**src/rtl/hft_pkg.sv**
```systemverilog
// Shared types for the exchange feed path: order codes, decoded order record, FSM states.
// Latency: n/a (types and constants only).
// Backpressure: n/a.
// Contents: order_t, order_msg_t (85 bits), rx/out FSM state enums, MSG_BYTES, NOP_MSG.
package hft_pkg;

  localparam int MSG_BYTES = 11;

  typedef enum logic [1:0] {
    ADD     = 2'd0,
    CANCEL  = 2'd1,
    EXECUTE = 2'd2,
    NOP     = 2'd3
  } order_t;

  typedef struct packed {
    logic        trade_type;
    logic [1:0]  stock_id;
    order_t      order_type;
    logic [15:0] quantity;
    logic [31:0] price;
    logic [31:0] order_id;
  } order_msg_t;

  // What the book sees when no order is being offered.
  localparam order_msg_t NOP_MSG = '{
    trade_type: 1'b0,
    stock_id:   2'd0,
    order_type: NOP,
    quantity:   16'd0,
    price:      32'd0,
    order_id:   32'd0
  };

  typedef enum logic [1:0] {
    RX_IDLE = 2'd0,
    RX_BODY = 2'd1,
    RX_DROP = 2'd2
  } rx_state_t;

  typedef enum logic [1:0] {
    OUT_IDLE    = 2'd0,
    OUT_PRESENT = 2'd1,
    OUT_HOLD    = 2'd2
  } out_state_t;

endpackage

```
**src/rtl/order_fifo.sv**
```systemverilog
// Generic synchronous FIFO holding decoded orders between the byte parser and the book.
// Latency: a push at edge N is visible on pop_data/empty after edge N; pop_data is a combinational head read.
// Backpressure: full is raised when all DEPTH entries are used; pushes while full and pops while empty are ignored.
// Ports: clk, rst (sync, active-high), push/push_data, pop/pop_data, full, empty.
module order_fifo #(
  parameter int WIDTH = 8,
  parameter int DEPTH = 4
) (
  input  logic             clk,
  input  logic             rst,
  input  logic             push,
  input  logic [WIDTH-1:0] push_data,
  input  logic             pop,
  output logic [WIDTH-1:0] pop_data,
  output logic             full,
  output logic             empty
);

  localparam int AW = $clog2(DEPTH);

  logic [WIDTH-1:0] mem [DEPTH];
  // One extra pointer bit distinguishes full from empty when the indices match.
  logic [AW:0]      wr_ptr;
  logic [AW:0]      rd_ptr;

  assign empty    = (wr_ptr == rd_ptr);
  assign full     = (wr_ptr[AW] != rd_ptr[AW]) && (wr_ptr[AW-1:0] == rd_ptr[AW-1:0]);
  assign pop_data = mem[rd_ptr[AW-1:0]];

  always_ff @(posedge clk) begin
    if (push && !full) begin
      mem[wr_ptr[AW-1:0]] <= push_data;
    end
  end

  always_ff @(posedge clk) begin
    if (rst) begin
      wr_ptr <= '0;
      rd_ptr <= '0;
    end else begin
      if (push && !full) begin
        wr_ptr <= wr_ptr + 1'b1;
      end
      if (pop && !empty) begin
        rd_ptr <= rd_ptr + 1'b1;
      end
    end
  end

endmodule

```
**src/rtl/order_feed_parser.sv**
```systemverilog
// Assembles 11-byte feed messages into orders and offers them one at a time to order_book.
// Latency: last byte accepted at edge N pushes at N; with the output idle and the book not busy, fields are valid from N+1.
// Backpressure: o_byte_ready drops while the order FIFO is full (and during reset); an offered order is held until the book's busy window ends.
// Ports: i_clk, i_reset_n (sync, active-high), byte input i_byte/i_byte_valid/i_byte_sof/o_byte_ready,
//        i_book_busy, order fields o_trade_type..o_order_id, o_msg_count (wraps), o_err_count (saturates).
module order_feed_parser #(
  parameter int FIFO_DEPTH = 4,
  parameter int MSG_BYTES  = hft_pkg::MSG_BYTES
) (
  input  logic        i_clk,
  input  logic        i_reset_n,
  input  logic [7:0]  i_byte,
  input  logic        i_byte_valid,
  input  logic        i_byte_sof,
  output logic        o_byte_ready,
  input  logic        i_book_busy,
  output logic        o_trade_type,
  output logic [1:0]  o_stock_id,
  output logic [1:0]  o_order_type,
  output logic [15:0] o_quantity,
  output logic [31:0] o_price,
  output logic [31:0] o_order_id,
  output logic [15:0] o_msg_count,
  output logic [7:0]  o_err_count
);

  import hft_pkg::*;

  localparam logic [3:0] LAST_IDX = 4'(MSG_BYTES - 1);

  rx_state_t  rx_state;
  logic [3:0] byte_cnt;
  logic [7:0] hdr;
  logic [71:0] body;   // bytes 1..9; byte 10 is taken straight from i_byte at commit

  out_state_t out_state;
  order_msg_t out_q;

  order_msg_t push_msg;
  order_msg_t head;
  logic       fifo_full;
  logic       fifo_empty;
  logic       accept;
  logic       last_byte;
  logic       fmt_ok;
  logic       push;
  logic       pop;
  logic       err_inc;

  assign o_byte_ready = !i_reset_n && !fifo_full;
  assign accept       = i_byte_valid && o_byte_ready;
  assign last_byte    = accept && !i_byte_sof && (rx_state == RX_BODY) && (byte_cnt == LAST_IDX);
  assign fmt_ok       = (hdr[4:3] != 2'b11) && (hdr[2:0] == 3'b000);
  assign push         = last_byte && fmt_ok;
  assign pop          = (out_state == OUT_HOLD) && !i_book_busy;

  // Premature sof, stray body byte in idle, or a bad header at commit.
  assign err_inc = accept && ((i_byte_sof && (rx_state == RX_BODY)) ||
                              (!i_byte_sof && (rx_state == RX_IDLE)) ||
                              (last_byte && !fmt_ok));

  always_comb begin
    push_msg            = NOP_MSG;
    push_msg.trade_type = hdr[7];
    push_msg.stock_id   = hdr[6:5];
    push_msg.order_type = order_t'(hdr[4:3]);
    push_msg.quantity   = body[71:56];
    push_msg.price      = body[55:24];
    push_msg.order_id   = {body[23:0], i_byte};
  end

  order_fifo #(
    .WIDTH ($bits(order_msg_t)),
    .DEPTH (FIFO_DEPTH)
  ) u_fifo (
    .clk       (i_clk),
    .rst       (i_reset_n),
    .push      (push),
    .push_data (push_msg),
    .pop       (pop),
    .pop_data  (head),
    .full      (fifo_full),
    .empty     (fifo_empty)
  );

  // Receive FSM, field shifter and counters.
  always_ff @(posedge i_clk) begin
    if (i_reset_n) begin
      rx_state    <= RX_IDLE;
      byte_cnt    <= 4'd0;
      hdr         <= 8'd0;
      body        <= 72'd0;
      o_msg_count <= 16'd0;
      o_err_count <= 8'd0;
    end else begin
      if (accept) begin
        if (i_byte_sof) begin
          // A sof always starts a fresh message, whatever state we were in.
          hdr      <= i_byte;
          byte_cnt <= 4'd1;
          rx_state <= RX_BODY;
        end else begin
          case (rx_state)
            RX_IDLE: rx_state <= RX_DROP;
            RX_BODY: begin
              body     <= {body[63:0], i_byte};
              byte_cnt <= byte_cnt + 4'd1;
              if (byte_cnt == LAST_IDX) begin
                rx_state <= RX_IDLE;
              end
            end
            default: rx_state <= RX_DROP;
          endcase
        end
      end
      if (push) begin
        o_msg_count <= o_msg_count + 16'd1;
      end
      if (err_inc && (o_err_count != 8'hFF)) begin
        o_err_count <= o_err_count + 8'd1;
      end
    end
  end

  // Output FSM: offer the head, hold through busy, pop when busy falls.
  always_ff @(posedge i_clk) begin
    if (i_reset_n) begin
      out_state <= OUT_IDLE;
      out_q     <= NOP_MSG;
    end else begin
      case (out_state)
        OUT_IDLE: begin
          if (!fifo_empty && !i_book_busy) begin
            out_q     <= head;
            out_state <= OUT_PRESENT;
          end
        end
        OUT_PRESENT: begin
          if (i_book_busy) begin
            out_state <= OUT_HOLD;
          end
        end
        OUT_HOLD: begin
          if (!i_book_busy) begin
            out_q     <= NOP_MSG;
            out_state <= OUT_IDLE;
          end
        end
        default: out_state <= OUT_IDLE;
      endcase
    end
  end

  assign o_trade_type = out_q.trade_type;
  assign o_stock_id   = out_q.stock_id;
  assign o_order_type = out_q.order_type;
  assign o_quantity   = out_q.quantity;
  assign o_price      = out_q.price;
  assign o_order_id   = out_q.order_id;

endmodule

```
**config.mk**
```make
export PLATFORM = sky130hd
export DESIGN_NAME = order_feed_parser
export DESIGN_NICKNAME = d
export VERILOG_FILES = /design/src/rtl/hft_pkg.sv /design/src/rtl/order_fifo.sv /design/src/rtl/order_feed_parser.sv
export SDC_FILE = /design/constraint.sdc
export NUM_CORES = 1
export LEC_CHECK = 0
export ABC_AREA = 1
export BUFFER_PORTS_ARGS = -buffer_cell sky130_fd_sc_hd__clkbuf_2
export CAP_MARGIN = 30
export CORE_MARGIN = 4
export CORE_UTILIZATION = 50
export CTS_BUF_LIST = sky130_fd_sc_hd__clkbuf_2 sky130_fd_sc_hd__clkbuf_4 sky130_fd_sc_hd__clkbuf_8
export DETAILED_ROUTE_END_ITERATION = 12
export PLACE_DENSITY_LB_ADDON = 0.12
export SLEW_MARGIN = 20
export SYNTH_ARGS = -nofsm -noshare
export SYNTH_HDL_FRONTEND = slang
export SYNTH_SLANG_ARGS = --single-unit
```
**constraint.sdc**
```tcl
create_clock -name i_clk -period 6.9 [get_ports i_clk]
set_input_delay 2.07 -clock i_clk [delete_from_list [all_inputs] [get_ports i_clk]]
set_output_delay 2.07 -clock i_clk [all_outputs]
set_load 0.005 [all_outputs]
```
---- After elaboration in Yosys (flattened, before gate mapping) ----
Memories as Yosys holds them, arrays and structs flattened. A register that Yosys moved wholly into a read port is not among the register bits.
Index checks and enable logic that the tools add are counted.
storage, ports and cells
  memories kept ........................... 1
  input port bits ......................... 13
  flip-flop bits (word level) ............. 203
  memory bits (writable) .................. 340
cells by class
  $add $sub $neg .......................... 5
  reductions and logical operators ........ 36
  bitwise operators ....................... 1
  equality and inequality tests ........... 13
  muxes and demuxes ....................... 16
memory list
  memory      words  width  rd ports  clocked after memory_dff  write ports  RTL line          RTL
  u_fifo.mem  4      85     1         1                         1            order_fifo.sv:21  logic [WIDTH-1:0] mem [DEPTH];
operator list
  operator               count
  $mux 85                2
  $pmux 85 s2            1
  $logic_and 1x1->1      17
  $add 16x1->16 const B  1
  $mux 2                 8
  $reduce_and 3->1       3
  $add 8x1->8 const B    1
  $mux 4                 2
  $ne 2x2->1 const B     4
  $ne 8x8->1 const B     1
  $add 3x1->3 const B    2
  $logic_not 1->1        6
  $pmux 2 s3             1
  $reduce_and 2->1       3
  $add 4x1->4 const B    1
  $eq 2x1->1 const B     2
  $eq 4x4->1 const B     1
  $logic_not 2->1        2
  $reduce_bool 2->1      2
  $eq 3x3->1             1
  $logic_not 3->1        1
  $ne 3x2->1 const B     1
  $eq 2x2->1             1
  $eq 2x2->1 const B     1
  other kinds (4)        6

---- Longest topological paths before layout ----
Gate-level depths: netlist of the first run.
  depth in word-level cells ............... 12
  mapped depth ............................ 12
  mapped depth without buffers ............ 12

---- Modules after synthesis ----
From an unflattened synthesis of the first run, not the netlist that was laid out.
second synthesis, totals
  cell total of the unflattened synthesis .. 1890
  area, all modules ....................... 20628.5 sq um
modules (own cells, without submodules)
  module             area an instance (sq um)  seq. area each (sq um)  instances  cells an instance
  order_fifo         13040.0                   10369.9                 1          898
  order_feed_parser  7588.5                    3943.8                  1          992

---- Least setup slack after synthesis of the first run ----
No wires, ideal clock.
  kind .................................... input -> register
  from .................................... in i_reset_n
  to ...................................... mem u_fifo.mem[0][0] (netlist name), enable pin
  path slack .............................. -0.211 ns
  buffers on the path ..................... 2
  stages on the path ...................... 9
  library setup time ...................... 0.530 ns
  arrival ................................. 6.581 ns
  data required time ...................... 6.370 ns
  path through ............................ clkbuf_1 -> inv_2 -> nand3_4 -> inv_4 -> nand2_4 -> nor2_8 -> nand2_4 -> buf_6 -> nor2_1
between the ends
  word-level cells in the longest chain between the ends .. 10
ends and longest elaborated chain
  element                          RTL line                 RTL
  start, declared                  order_feed_parser.sv:11  input logic i_reset_n,
  $logic_not 1->1                  order_feed_parser.sv:50  assign o_byte_ready = !i_reset_n && !fifo_full;
  $logic_and 1x1->1                order_feed_parser.sv:50
  $logic_and 1x1->1                order_feed_parser.sv:51  assign accept = i_byte_valid && o_byte_ready;
  $logic_and 1x1->1 (3 in series)  order_feed_parser.sv:52  assign last_byte = accept && !i_byte_sof && (rx_state == RX_BODY) && (byte_cnt == LAST_IDX);
  $logic_and 1x1->1                order_feed_parser.sv:54  assign push = last_byte && fmt_ok;
  $logic_and 1x1->1                order_fifo.sv:31         if (push && !full) begin
  $mux 1                           order_fifo.sv:31
  $mux 1 (not written as such)     order_fifo.sv:32         mem[wr_ptr[AW-1:0]] <= push_data;
  end, declared                    order_fifo.sv:21
No other way between the ends.

---- Final worst setup path of the first run ----
  from .................................... in i_reset_n
  to ...................................... out o_byte_ready
between the ends
  word-level cells in the longest chain between the ends .. 2
ends and longest elaborated chain
  element            RTL line                 RTL
  $logic_not 1->1    order_feed_parser.sv:50
  $logic_and 1x1->1  order_feed_parser.sv:50
  end, declared      order_feed_parser.sv:15  output logic o_byte_ready,
No other way between the ends.

==> results of run 1 <==
## through the flow
step	cells	area (µm²)	worst slack [ns]	hold slack (ns)	total power [µW]
3_3_place_gp	2565	21900	1.84	0.443	3590
3_5_place_dp	2567	21900	1.80	0.446	3590
6_report	2731	23800	1.83	0.451	6350
4_1_cts	2728	23800	1.81	0.455	6420
2_1_floorplan	2017	20900	1.25	0.430	3560
5_1_grt	2731	23800	1.73	0.477	6590
## layer usage
layer / vias up / wire, µm / share of wire [%] / GRT usage (%)
met3: 75 / 2400 / 5.0 / 3.32
met1: 6976 / 21600 / 45 / 29.0
li1: 7103 / - / - / -
met5: - / 0 / 0 / 0
met2: 379 / 22800 / 48 / 35.6
met4: 0 / 1120 / 2.3 / 7.00
## flip-flops by register name (all words and copies together) (netlist names), 3 cells and up, named ones only
name,flops
o_order_id,32
hdr,8
o_price,32
o_err_count,8
o_msg_count,16
u_fifo.rd_ptr,3
o_quantity,16
body,72
u_fifo.wr_ptr,3
byte_cnt,4
u_fifo.mem,340
## layout make-up
class / count / area [µm²]
Clock buffer: 133 / 1640
Clock inverter: 28 / 194
Fill cell: 3581 / 17300
Inverter: 45 / 176
Multi-Input combinational cell: 1300 / 5900
Sequential cell: 545 / 14300
Tap cell: 532 / 666
Timing Repair Buffer: 148 / 946
## worst register-to-register path: cells and delay by family, from the launching register on
kind / cells / cell delay (ns)
DFF: 1 / 0.33
and+or+nand+nor: 1 / 0.12
AOI/OAI and AO/OA: 3 / 0.75
buffers and inverters: 4 / 1.92
## worst paths after layout
kind | start | to | slack, ns | cells past startpoint
setup / recovery | i_reset_n | o_byte_ready | 1.83 | 5
hold / removal | hdr[0]$_SDFFE_PP0P_ | hdr[0]$_SDFFE_PP0P_ | 0.45 | 2
setup reg to reg | flop | o_price[15]$_SDFFE_PP0P_ | 3.72 | 8
hold reg to reg | hdr[0]$_SDFFE_PP0P_ | hdr[0]$_SDFFE_PP0P_ | 0.45 | 2
## cells in the final DEF (no fill, tap or decap), drive strengths merged
cell and n:
nand3b 1, xor2 12, a211oi 1, nor3 10, bufinv 2, clkbuf 255, or2 1, inv 45
nand4 7, ha 9, o21a 2, clkinvlp 3, dfxtp 205, o21ai 338, edfxtp 340, buf 26
o311ai 2, nand2 63, clkinv 23, a21oi 124, nor3b 1, xnor2 10, nor2 671, nand3 47
a31oi 1
## power groups by stage
stage	Sequential [µW]	Combinational, µW	Clock [µW]
after floorplan	3510	48.2	0
after global placement	3520	72.2	0
after detailed placement	3520	73.9	0
after CTS	3450	74.0	2900
after global routing	3450	82.5	3060
final	3450	73.8	2830
## cell families after synthesis
| logic type | Yosys count |
|---|---|
| fa+ha+maj | 9 |
| xor+xnor | 22 |
| buf+inv | 172 |
| flops | 545 |
| compound gates | 468 |
| simple gates | 801 |
==> results list, run 1 <==
- The detail route stage leaves a number of antenna-violating nets equal to 0.
* Most frequent cell on the critical path: clkbuf_2
- DRC: 0
* Multiplexer area fraction after synthesis: 0%
- The tree is rooted in a clkbuf_8.
- For this run, the share of the core covered by cells in the final layout is approximately 58%.
- The min-delay analysis places its worst path in the category flop to flop.
- Comb power frac: under 10%
- Of the total power, the clock network draws 44.5%.
* Synthesized net count: 2039
- Sequential fraction of design power: 54.3%
- The die covers 45100 µm².
- Among all flip-flop cells after synthesis, the most frequent one is edfxtp_1.
- Netlist cell types: 37
- Total negative setup slack: 0 ns
- Required @ worst endpoint: 4.83 ns
- Wire length of the first global-routing pass: about 77000 µm
- The number of antenna violations at the first check in global routing was 0.
- The later pin in the worst-skew pair is clocked with a latency of 0.63 ns.
- CP Capture Type: primary output
* Worst-path fanout max: 35
- Internal power comes to between 5000 and 6000 µW.
* Type of the setup path with the least slack: input port to primary output
- The pre-antenna-repair detailed-routing pass consisted of 5 iterations.
- Counting flops and latches in the post-synthesis netlist gives ~550.
- The final layout contains routed wiring with a total length of 47900 µm.
- Yosys instantiated no cell more often than nor2_1.
* Number of H-tree levels: 3
- At the pin with the least slew margin, the transition time is roughly 1 ns.
* Synthesized area divided by synthesized cell count: a little over 10 µm²
* Top cell type's share of synthesized area: between 40% and 50%
* Post-CTS sizing: 0
- STA classifies the critical path startpoint as an input port.
- After synthesis, the largest family of logic cells by area is simple AND/OR/NAND/NOR gates.
* Ratio of routed vias to standard cells: about 5.3
- For this run, the total global-route usage over all layers was measured as roughly a fifth.
- After Yosys synthesis, XOR and XNOR cells account for less than 1% of the synthesized area.
- Max-cap violations in this run came to 0.
- The worst path needs a little over 5 ns of the cycle, external delays included.
* Top cells by area in the synthesized netlist: edfxtp_1 49%, dfxtp_1 20%, nor2_1 12%, o21ai_0 6.3%, a21oi_1 2.9%
* Post-synthesis share of cell area spent on full adders, half adders and majority gates: 0.539%
- Final hold viol count: 0
- The number of pins exceeding their max-slew limit in the final report came to 0.
* Proportion of layout cells with a drive suffix above 1: between 10% and 20%
- TritonCTS clock tree: done
- DR vias: approximately 15000
* P per Cell Area: 266 nW/µm²
- Of the synthesized area, sequential elements account for a little under 70%.
- Floorplan die height: roughly 210 µm
- Setup-failing EPs final: 0
* Delay contributed by the slowest stage of the critical path: about 0.6 ns
- The flow ran to the end, and the final reports show no timing, DRC or antenna violations.
* Iter 0 DRT Violations: about 1000
- During I/O placement, the number of pins put on the boundary was ~120.
- Data arrival, critical path: 3.00 ns
- Largest area contributor in the synthesized netlist: edfxtp_1
* Warnings from Yosys: 0
* P&R area growth vs syn: 14.0%
- The worst pin sits at a relative slew slack of roughly 34%.
* Leakage power: 0.00940 µW
- Simple-gate share of the synthesized area: between 10% and 20%
- Share of async-settable or async-resettable flops after synthesis: 0%
- The floorplan has 74 rows.
- The HPWL after detailed placement is about 26000 µm.
* Setup Skew: 0.0196 ns
* Unrepaired setup endpoints after global routing: no
- Clock slew at the register clock pins of the worst setup and hold paths: 0.06 ns
- In the synthesized netlist, the number of instances is slightly above 2000.
- Cell class contributing the biggest share of worst-path delay: buffers and inverters
- Counting along the longest clock path gives a buffer depth of 3.
* Synthesized cell area: 20900 µm²
- # port buffers: between 100 and 150
- Last weighted congestion value of the routability-driven placer: 0.825
- Walking the worst path, the cells encountered are clkbuf_2, inv_4, nand2_1, inv_1, clkbuf_2.
* Final worst path period share: 73.5%
- CTS Buf Count: just under 90
- Die width: between 200 and 250 µm
* Proportion of total power due to net switching: approximately 20%
- Sorting the synthesized cells by how often they occur yields 669 x nor2_1, 340 x edfxtp_1, 264 x o21ai_0.
- In this run the post-CTS setup repair buffer count came out at 0.
- Clock sink count: between 500 and 600
- Pin count of the biggest net entering global routing: 91
- Net Switching: between 1000 and 1500 µW
- Highest Clock Rate: around 200 MHz
- The number of global-route vias before repair is around 14000.
* Max VDD drop: about 0.16 mV
- Antenna diode instance count: 0
- Nets: 2149
- Dividing the detail-routed wire length by the instance count gives ~18 µm.
- Synthesized-area fraction occupied by ao, oa, aoi and oai cells: around 11%
- The synthesized design contains between 300 and 400 enable-type register cells.
- Area inside the core boundary: approximately 41000 µm²
- Cts-stage hold buffer count: 0
- Together, buffers and inverters on the worst path number 4.
- Grt ovf: 0
- For this configuration, the core starts out at a cell density of 50.8%.
- Critical-path cell with the highest stage delay: clkbuf_2
(Power assumes the default switching activity.)
==> inputs of run 2 (changes only) <==
- clock period: 6.9 -> 4.7 ns (I/O delays scaled with it)
==> run 2 against run 1 <==
  * Non-clock buffer count rose by 1
  * First-iteration DRC count down 2.1%
  * Utilization is 0.15 points higher
  * Global-route usage shrank 0.086 points
  * Die area stayed put
  * Cell count is 0.22% higher
  * Combinational power up 48%
  * Routed wire length is 1.2% higher
  * Critical path depth increased by 1
  * Worst hold slack better by 0.0014 ns
  * Via count decreased by 0.23%
  * Critical path type unchanged
  * Critical endpoint unchanged
==> results list, run 2 (synthesized netlist as in run 1, its figures left out) <==
- The core footprint came to 41100 µm² (unchanged).
- Clock sink count: 545 (unchanged)
- Worst-path fanout max: 85 (was 35)
- The most common cell after layout, fill and taps aside was nor2_1 (unchanged).
- Floorplan die height: 212 µm (unchanged)
- CP startpoint: i_reset_n (unchanged)
- Total count of max-transition violations in the final report: 0 (unchanged)
* Grt ovf: 0 (unchanged)
- Slew headroom: 33.0% (was 34.5%)
- Flip-flop count of the largest register, all copies and words added: 340 (unchanged)
- The post-detailed-placement half-perimeter wirelength was 26500 µm (was 26000 µm).
- Setup-failing EPs final: 0 (unchanged)
* Highest Clock Rate: between 200 and 300 MHz
- Initial core utilization: 50.8% (unchanged)
- P per Cell Area: 399 nW/µm² (was 266 nW/µm²)
- Final hold viol count: 0 (unchanged)
- Launch instance of the worst min-delay path: hdr[1]$_SDFFE_PP0P_ (was hdr[0]$_SDFFE_PP0P_)
* I/O pins: 123 (unchanged)
* Delay contributed by the slowest stage of the critical path: 0.63 ns (was 0.60 ns)
* Data arrival, critical path: 2.53 ns (was 3.00 ns)
- Cts-stage hold buffer count: 0 (unchanged)
* Type of the setup path with the least slack: input port to primary output (unchanged)
- Required @ worst endpoint: 3.29 ns (was 4.83 ns)
- The overall die width was 212 µm (unchanged).
- The max-capacitance violation count came to 0 (unchanged).
- Clock slew at the register clock pins of the worst setup and hold paths: 0.06 ns (about the same)
- The first-pass GRT wire length is 76500 µm (was 76600 µm).
- The count of antenna-violating nets left after detailed routing was 0 (unchanged).
* Maximum clock insertion buffer count: 3 (unchanged)
* Antenna violations before repair: 0 (unchanged)
- The overall routed net length came to 48500 µm (was 47900 µm).
* Number of H-tree levels: 3 (unchanged)
- The worst clock skew was 0.0121 ns (was 0.0196 ns).
- The slew at the pin with the worst max-slew slack is 1.01 ns (was 0.983 ns).
- The largest net degree at the start of global routing came to 87 (was 91).
* Unrepaired setup endpoints after global routing: no (unchanged)
* Post-CTS sizing: 0 (unchanged)
- The startpoint identified for the worst register-to-register timing path is u_fifo.wr_ptr[0]$_SDFFE_PP0P_.
- The leakage power of the design came to 0.00945 µW (was 0.00940 µW).
* Setup bufs post-CTS: 0 (unchanged)
* Number of fillers in the final layout: 3552 (was 3581)
* Startpoint type of the worst setup path: input port (unchanged)
- The placed cell count was 2569 (was 2567).
- The peak supply drop came to 0.266 mV (was 0.159 mV).
- The DRC violation count after routing came to 0 (unchanged).
- Insertion delay to the later sink of the worst-skew pair: 0.63 ns (about the same)
- TritonCTS clock tree: done (unchanged)
- Last weighted congestion value of the routability-driven placer: 0.825 (about the same)
- Class of the worst hold path: flop to flop (unchanged)
* Vias in the first global route: 14300 (about the same)
* Die Outline Area: 45100 µm² (unchanged)
- The count of buffers from port buffering was 122 (unchanged).
- P&R area growth vs syn: 14.3% (was 14.0%)
- The clock root buffer is clkbuf_8 (unchanged).
- Ratio of routed vias to standard cells: 5.30 (was 5.32)
* Antenna diode instance count: 0 (unchanged)
* Outcome: completed (unchanged)
- Count of TritonRoute iterations in the first routing pass: 5 (unchanged)
* Final routed wire length divided by cell count: 17.7 µm (was 17.6 µm)
- Iter 0 DRT Violations: 998 (was 1019)
- Core Util, Final: 58.1% (was 58.0%)
* CP Capture Type: primary output (unchanged)
- Overall power after layout: 9530 µW (was 6350 µW)
- The cell with the biggest individual delay on the critical path is buf_4 (was clkbuf_2).
* Most frequent cell on the critical path: clkbuf_2 (unchanged)
- The worst hold margin was 0.453 ns (was 0.451 ns).
* Final worst path period share: a little over four fifths
- Nets: 2152 (was 2149)
- Placement Rows: 74 (unchanged)
- Most frequent cells in the layout: 664 x nor2_1, 340 x edfxtp_1, 264 x o21ai_0 (unchanged)
* DR vias: 14500 (about the same)
- CTS Buf Count: 89 (was 87)
- Total routing resource utilization after global routing: 21.2% (was 21.3%)
- Counting I/O delays and the setup requirement, the final critical path takes approximately 4 ns.
* Proportion of layout cells with a drive suffix above 1: 15.0% (was 15.1%)
- Final std cells w/o fill: 2737 (was 2731)
* Ordered list of cells on the worst path: clkbuf_2, inv_4, buf_4, nand2_1, inv_1, clkbuf_2 (was clkbuf_2, inv_4, nand2_1, inv_1, clkbuf_2)
run 2: cell count changes in the layout (fill, tap and decap cells not counted), sizes merged:
cell,delta
clkinv,+9
clkinvlp,-3
buf,+1
bufinv,+3
inv,+1
clkbuf,-5
run 2: worst paths after layout:
kind | to | slack (ns) | cells after the start
setup / recovery | o_byte_ready | 0.76 | 6
hold reg to reg | hdr[1]$_SDFFE_PP0P_ | 0.45 | 2
setup reg to reg | u_fifo.mem[1][30]$_DFFE_PP_ | 1.74 | 11
hold / removal | hdr[1]$_SDFFE_PP0P_ | 0.45 | 2
run 2: cell type report:
cell class | count | area, µm² | area share (%)
Sequential cell | 545 | 14300 | 59.9
Inverter | 45 | 176 | 0.738
Clock buffer | 128 | 1620 | 6.80
Tap cell | 532 | 666 | 2.79
Timing Repair Buffer | 149 | 913 | 3.82
Multi-Input combinational cell | 1300 | 5900 | 24.7
Clock inverter | 38 | 300 | 1.26
run 2: through the flow:
| step | setup WS [ns] | instance area [µm²] | setup TNS (ns) |
|---|---|---|---|
| after global routing | 0.617 | 23900 | 0 |
| final | 0.760 | 23900 | 0 |
| after global placement | 0.741 | 21900 | 0 |
| after CTS | 0.732 | 23900 | 0 |
| after floorplan | -0.294 | 20900 | -100.00 |
| after detailed placement | 0.728 | 21900 | 0 |
run 2: per-layer routing:
layer | global-route usage, % | vias up | routed length, µm
li1 | - | 7122 | -
met1 | 28.2 | 6916 | 21700
met2 | 35.8 | 364 | 23300
met3 | 3.70 | 97 | 2270
met4 | 7.06 | 0 | 1300
met5 | 0 | - | 0
run 2: worst max-delay path, delay by kind of cell:
family / cells / cell delay, ns
and+or+nand+nor: 1 / 0.13
buffers and inverters: 5 / 0.98
run 2: power by group:
| group | switching, µW | internal (µW) |
|---|---|---|
| logic | 80.7 | 27.9 |
| registers | 15.1 | 5050 |
| clock network | 1850 | 2500 |
==> inputs of run 3 (changes only) <==
- ABC_AREA: 1 -> 0
- clock period: 4.7 -> 4.1 ns (I/O delays scaled with it)
==> run 3 against run 2 <==
  * Sequential cell count unchanged
  * Setup slack better by 0.37 ns
  * Global-route usage down 2.1 points
  * Die area down 3.2%
  * Cell count down 21%
  * Worst hold slack better by 0.034 ns
  * Largest power group unchanged
==> results list, run 3 <==
- The smallest clock period supported by the final layout is computed as between 2 and 3 ns.
- Share of async-settable or async-resettable flops after synthesis: 0% (unchanged)
* Number of routed nets with antenna violations: 0 (unchanged)
* DR vias: 11800 (was 14500)
- The vertical die dimension came to 209 µm (was 212 µm).
- Delay contributed by the slowest stage of the critical path: 0.22 ns (was 0.63 ns)
* Slew headroom: 36.0% (was 33.0%)
- The most common flop cell mapped by yosys is edfxtp_1 (unchanged).
- Cell internal pwr: 8340 µW (was 7580 µW)
- The average via count per standard cell came to 5.44 (was 5.30).
- The type of origin of the critical path is an input port (unchanged).
* CTS Buf Count: 87 (was 89)
- The critical path data required time is 2.87 ns (was 3.29 ns).
* I/O pins: 123 (unchanged)
- Ordered list of cells on the worst path: buf_6, a31oi_1, clkbuf_2 (was clkbuf_2, inv_4, buf_4, nand2_1, inv_1, clkbuf_2).
* Maximum clock insertion buffer count: 3 (unchanged)
* Number of H-tree levels: 3 (unchanged)
- Yosys reg bits: 545 (unchanged)
- Wire length of the first global-routing pass: 66400 µm (was 76500 µm)
* Cells after DPL: 1996 (was 2569)
- The sequential share of power is 54.9% (was 53.1%).
* TritonCTS clock tree: done (unchanged)
- Post-CTS sizing: 0 (unchanged)
- Nets: 1582 (was 2152)
- The slew at the pin with the worst max-slew slack was 0.951 ns (was 1.01 ns).
- P&R area growth vs syn: 15.6% (was 14.3%)
- Power share of the clock group: 43.8% (was 45.7%)
- Pin count of the biggest net entering global routing: 97 (was 87)
- Proportion of total power due to net switching: 20.8% (was 20.5%)
- Worst-path fanout max: 11 (was 85)
* Final hold viol count: 0 (unchanged)
- Top cells by area in the synthesized netlist: edfxtp_1 51%, dfxtp_1 20%, mux4_2 9.5%, nand2_1 4.8%, nand3b_1 3.2% (was edfxtp_1 49%, dfxtp_1 20%, nor2_1 12%, o21ai_0 6.3%, a21oi_1 2.9%)
* Root buffer selected by CTS: clkbuf_8 (unchanged)
- Number of instances in the synthesized netlist: 1402 (was 2017)
- Antenna violations before repair: 0 (unchanged)
- The DRC violation count after routing came to 0 (unchanged).
- Sequential share of the synthesized area: 70.9% (was 68.5%)
- The synthesized area per cell was 14.4 µm² (was 10.4 µm²).
- The number of global-route vias before repair came to 11800 (was 14300).
- The number of distinct library cells after synthesis was 46 (was 37).
* Aggregate routed wire length: 42100 µm (was 48500 µm)
* Setup bufs post-CTS: 0 (unchanged)
- The leakage power of the design is 0.00805 µW (was 0.00945 µW).
- Critical-path cell with the highest stage delay: a31oi_1 (was buf_4)
- The detailed router's first-iteration violation count came to 722 (was 998).
- The clock-pin transition on the worst setup and hold timing paths is 0.06 ns (about the same).
* Synthesized-area fraction occupied by ao, oa, aoi and oai cells: 5.68% (was 11.4%)
- Number of fillers in the final layout: 3222 (was 3552)
- P per Cell Area: 451 nW/µm² (was 399 nW/µm²)
* Warnings from Yosys: 0 (unchanged)
- The data arrival time of the critical path came to 1.74 ns (was 2.53 ns).
* Synth top cells by count: 340 x edfxtp_1, 260 x nand2_1, 205 x dfxtp_1 (was 669 x nor2_1, 340 x edfxtp_1, 264 x o21ai_0)
- Net Switching: 2190 µW (was 1950 µW)
* Area inside the core boundary: 39800 µm² (was 41100 µm²)
- The total iterations of the first detailed-routing run was 5 (unchanged).
- Combinational family with the most area after synthesis: simple AND/OR/NAND/NOR gates (unchanged)
* Synthesized net count: 1424 (was 2039)
- The post-detailed-placement half-perimeter wirelength came to 25000 µm (was 26500 µm).
* Final worst hold slack: 0.487 ns (was 0.453 ns)
* Insertion delay to the later sink of the worst-skew pair: 0.65 ns (was 0.63 ns)
* Most common cell after layout, fill and taps aside: edfxtp_1 (was nor2_1)
- Top cell type's share of synthesized area: 50.5% (was 48.8%)
* Multi-input gate area: 5530 µm² (was 5900 µm²)
* CP Capture Type: primary output (unchanged)
- Post-synthesis share of cell area spent on full adders, half adders and majority gates: 0.558% (was 0.539%)
- Flip-flop count of the largest register, all copies and words added: 340 (unchanged)
- The simple-gate portion of the synthesized area is 10.4% (was 15.1%).
- Setup Skew: 0.0292 ns (was 0.0121 ns)
* Type of the setup path with the least slack: input port to primary output (unchanged)
* Initial core utilization: 50.7% (was 50.8%)
- The peak supply drop was 0.247 mV (was 0.266 mV).
- Final std cells w/o fill: 2160 (was 2737)
- The mean routed wirelength per cell came to 19.5 µm (was 17.7 µm).
- Dividing the final minimum period by the clock period gives just over 70%.
* # port buffers: 122 (unchanged)
- The share of final-layout standard cells stronger than drive strength 1 was 25.4% (was 15.0%).
* Placement Rows: 73 (was 74)
* Die Outline Area: 43700 µm² (was 45100 µm²)
- Cts-stage hold buffer count: 0 (unchanged)
- The overall die width came to 209 µm (was 212 µm).
- Synthesized cell area: 20200 µm² (was 20900 µm²)
- Last weighted congestion value of the routability-driven placer: 0.751 (was 0.825)
- The multiplexer share of the synthesized area was 9.63% (was 0%).
- Outcome: completed (unchanged).
* Comb power frac: 1.3% (was 1.1%)
* Clock sink count: 545 (unchanged)
- Most frequent cells in the layout: 340 x edfxtp_1, 260 x nand2_1, 203 x dfxtp_1 (was 664 x nor2_1, 340 x edfxtp_1, 264 x o21ai_0).
- Largest area contributor in the synthesized netlist: edfxtp_1 (unchanged)
* Post-Synth XOR/XNOR Area: 0.867% (was 0.922%)
* Class of the worst hold path: flop to flop (unchanged)
- Sequential Area: 14300 µm² (unchanged)
* Highest Clock Rate: around 340 MHz
- The number of synthesized flops with an enable pin is 340 (unchanged).
- The cell with the most instances after synthesis is edfxtp_1 (was nor2_1).
- Number of max-cap violations: 0 (unchanged)
- Total count of max-transition violations in the final report: 0 (unchanged)
- The aggregate global routing overflow is 0 (unchanged).
- Unrepaired setup endpoints after global routing: no (unchanged).
- The number of setup violations in the final report came to 0 (unchanged).
- Total negative setup slack: 0 ns (unchanged)
* Total routing resource utilization after global routing: 19.2% (was 21.2%)
run 3: changes by cell type in the layout (fill, tap and decap cells not counted), moves of 7 or more:
cell      before  now
o21ai_1       73    0
inv_1         33    7
clkbuf_8     106   93
clkbuf_4      22   46
mux4_2         0   85
nor2_1       664   25
a21oi_1      121   99
nand3b_1       1   85
inv_2          8    0
nand2_1       59  260
clkinv_1      17    9
nand3_1       45    8
clkinv_2      15    8
o21ai_0      264   93
run 3: worst paths after layout:
check                                     start  slack, ns                           to  cells past startpoint
setup / recovery                      i_reset_n       1.13                 o_byte_ready                      3
hold / removal         o_price[26]$_SDFFE_PP0P_       0.49     o_price[26]$_SDFFE_PP0P_                      2
setup reg to reg  u_fifo.wr_ptr[1]$_SDFFE_PP0P_       1.50  u_fifo.mem[0][46]$_DFFE_PP_                      5
hold reg to reg        o_price[26]$_SDFFE_PP0P_       0.49     o_price[26]$_SDFFE_PP0P_                      2
run 3: cells by family after synthesis:
logic type / Yosys count
AO/OA/AOI/OAI: 212
buffers and inverters: 97
XOR/XNOR: 20
adder cells (fa/ha/maj): 9
AND/OR/NAND/NOR: 431
multiplexers: 88
flip-flops: 545
run 3: layer usage:
layer  wire, µm  vias up  global-route usage [%]
li1           -     5546                       -
met1      19100     5898                    26.5
met2      20300      244                    31.3
met3       1740       70                    3.65
met4        903        0                    5.69
met5          0        -                       0
run 3: layout make-up:
cell class	count	share of cell area (%)
Sequential cell	545	61.3
Multi-Input combinational cell	760	23.7
Antenna cell	1	0.0107
Tap cell	525	2.81
Clock buffer	139	6.96
Clock inverter	24	0.568
Inverter	8	0.145
Timing Repair Buffer	158	4.50
run 3: stage by stage:
stage / total power (µW) / instance area [µm²] / utilization, % / worst slack [ns]
after global placement: 6030 / 21600 / 54.2 / 0.679
final: 10500 / 23300 / 58.6 / 1.13
after global routing: 10900 / 23300 / 58.6 / 1.07
after floorplan: 5980 / 20200 / - / 0.249
after CTS: 10600 / 23300 / 58.6 / 1.13
after detailed placement: 6030 / 21600 / 54.2 / 0.655
run 3: power by group through the flow:
stage	logic (µW)	registers, µW	clock network [µW]
3_3_place_gp	136	5900	0
2_1_floorplan	83.6	5900	0
6_report	136	5780	4610
4_1_cts	138	5780	4720
5_1_grt	149	5780	4980
3_5_place_dp	138	5900	0
run 3: worst max-delay path, delay by kind of cell:
| kind | cells | cell delay [ns] |
|---|---|---|
| AO/OA/AOI/OAI | 1 | 0.22 |
| buffers and inverters | 2 | 0.28 |
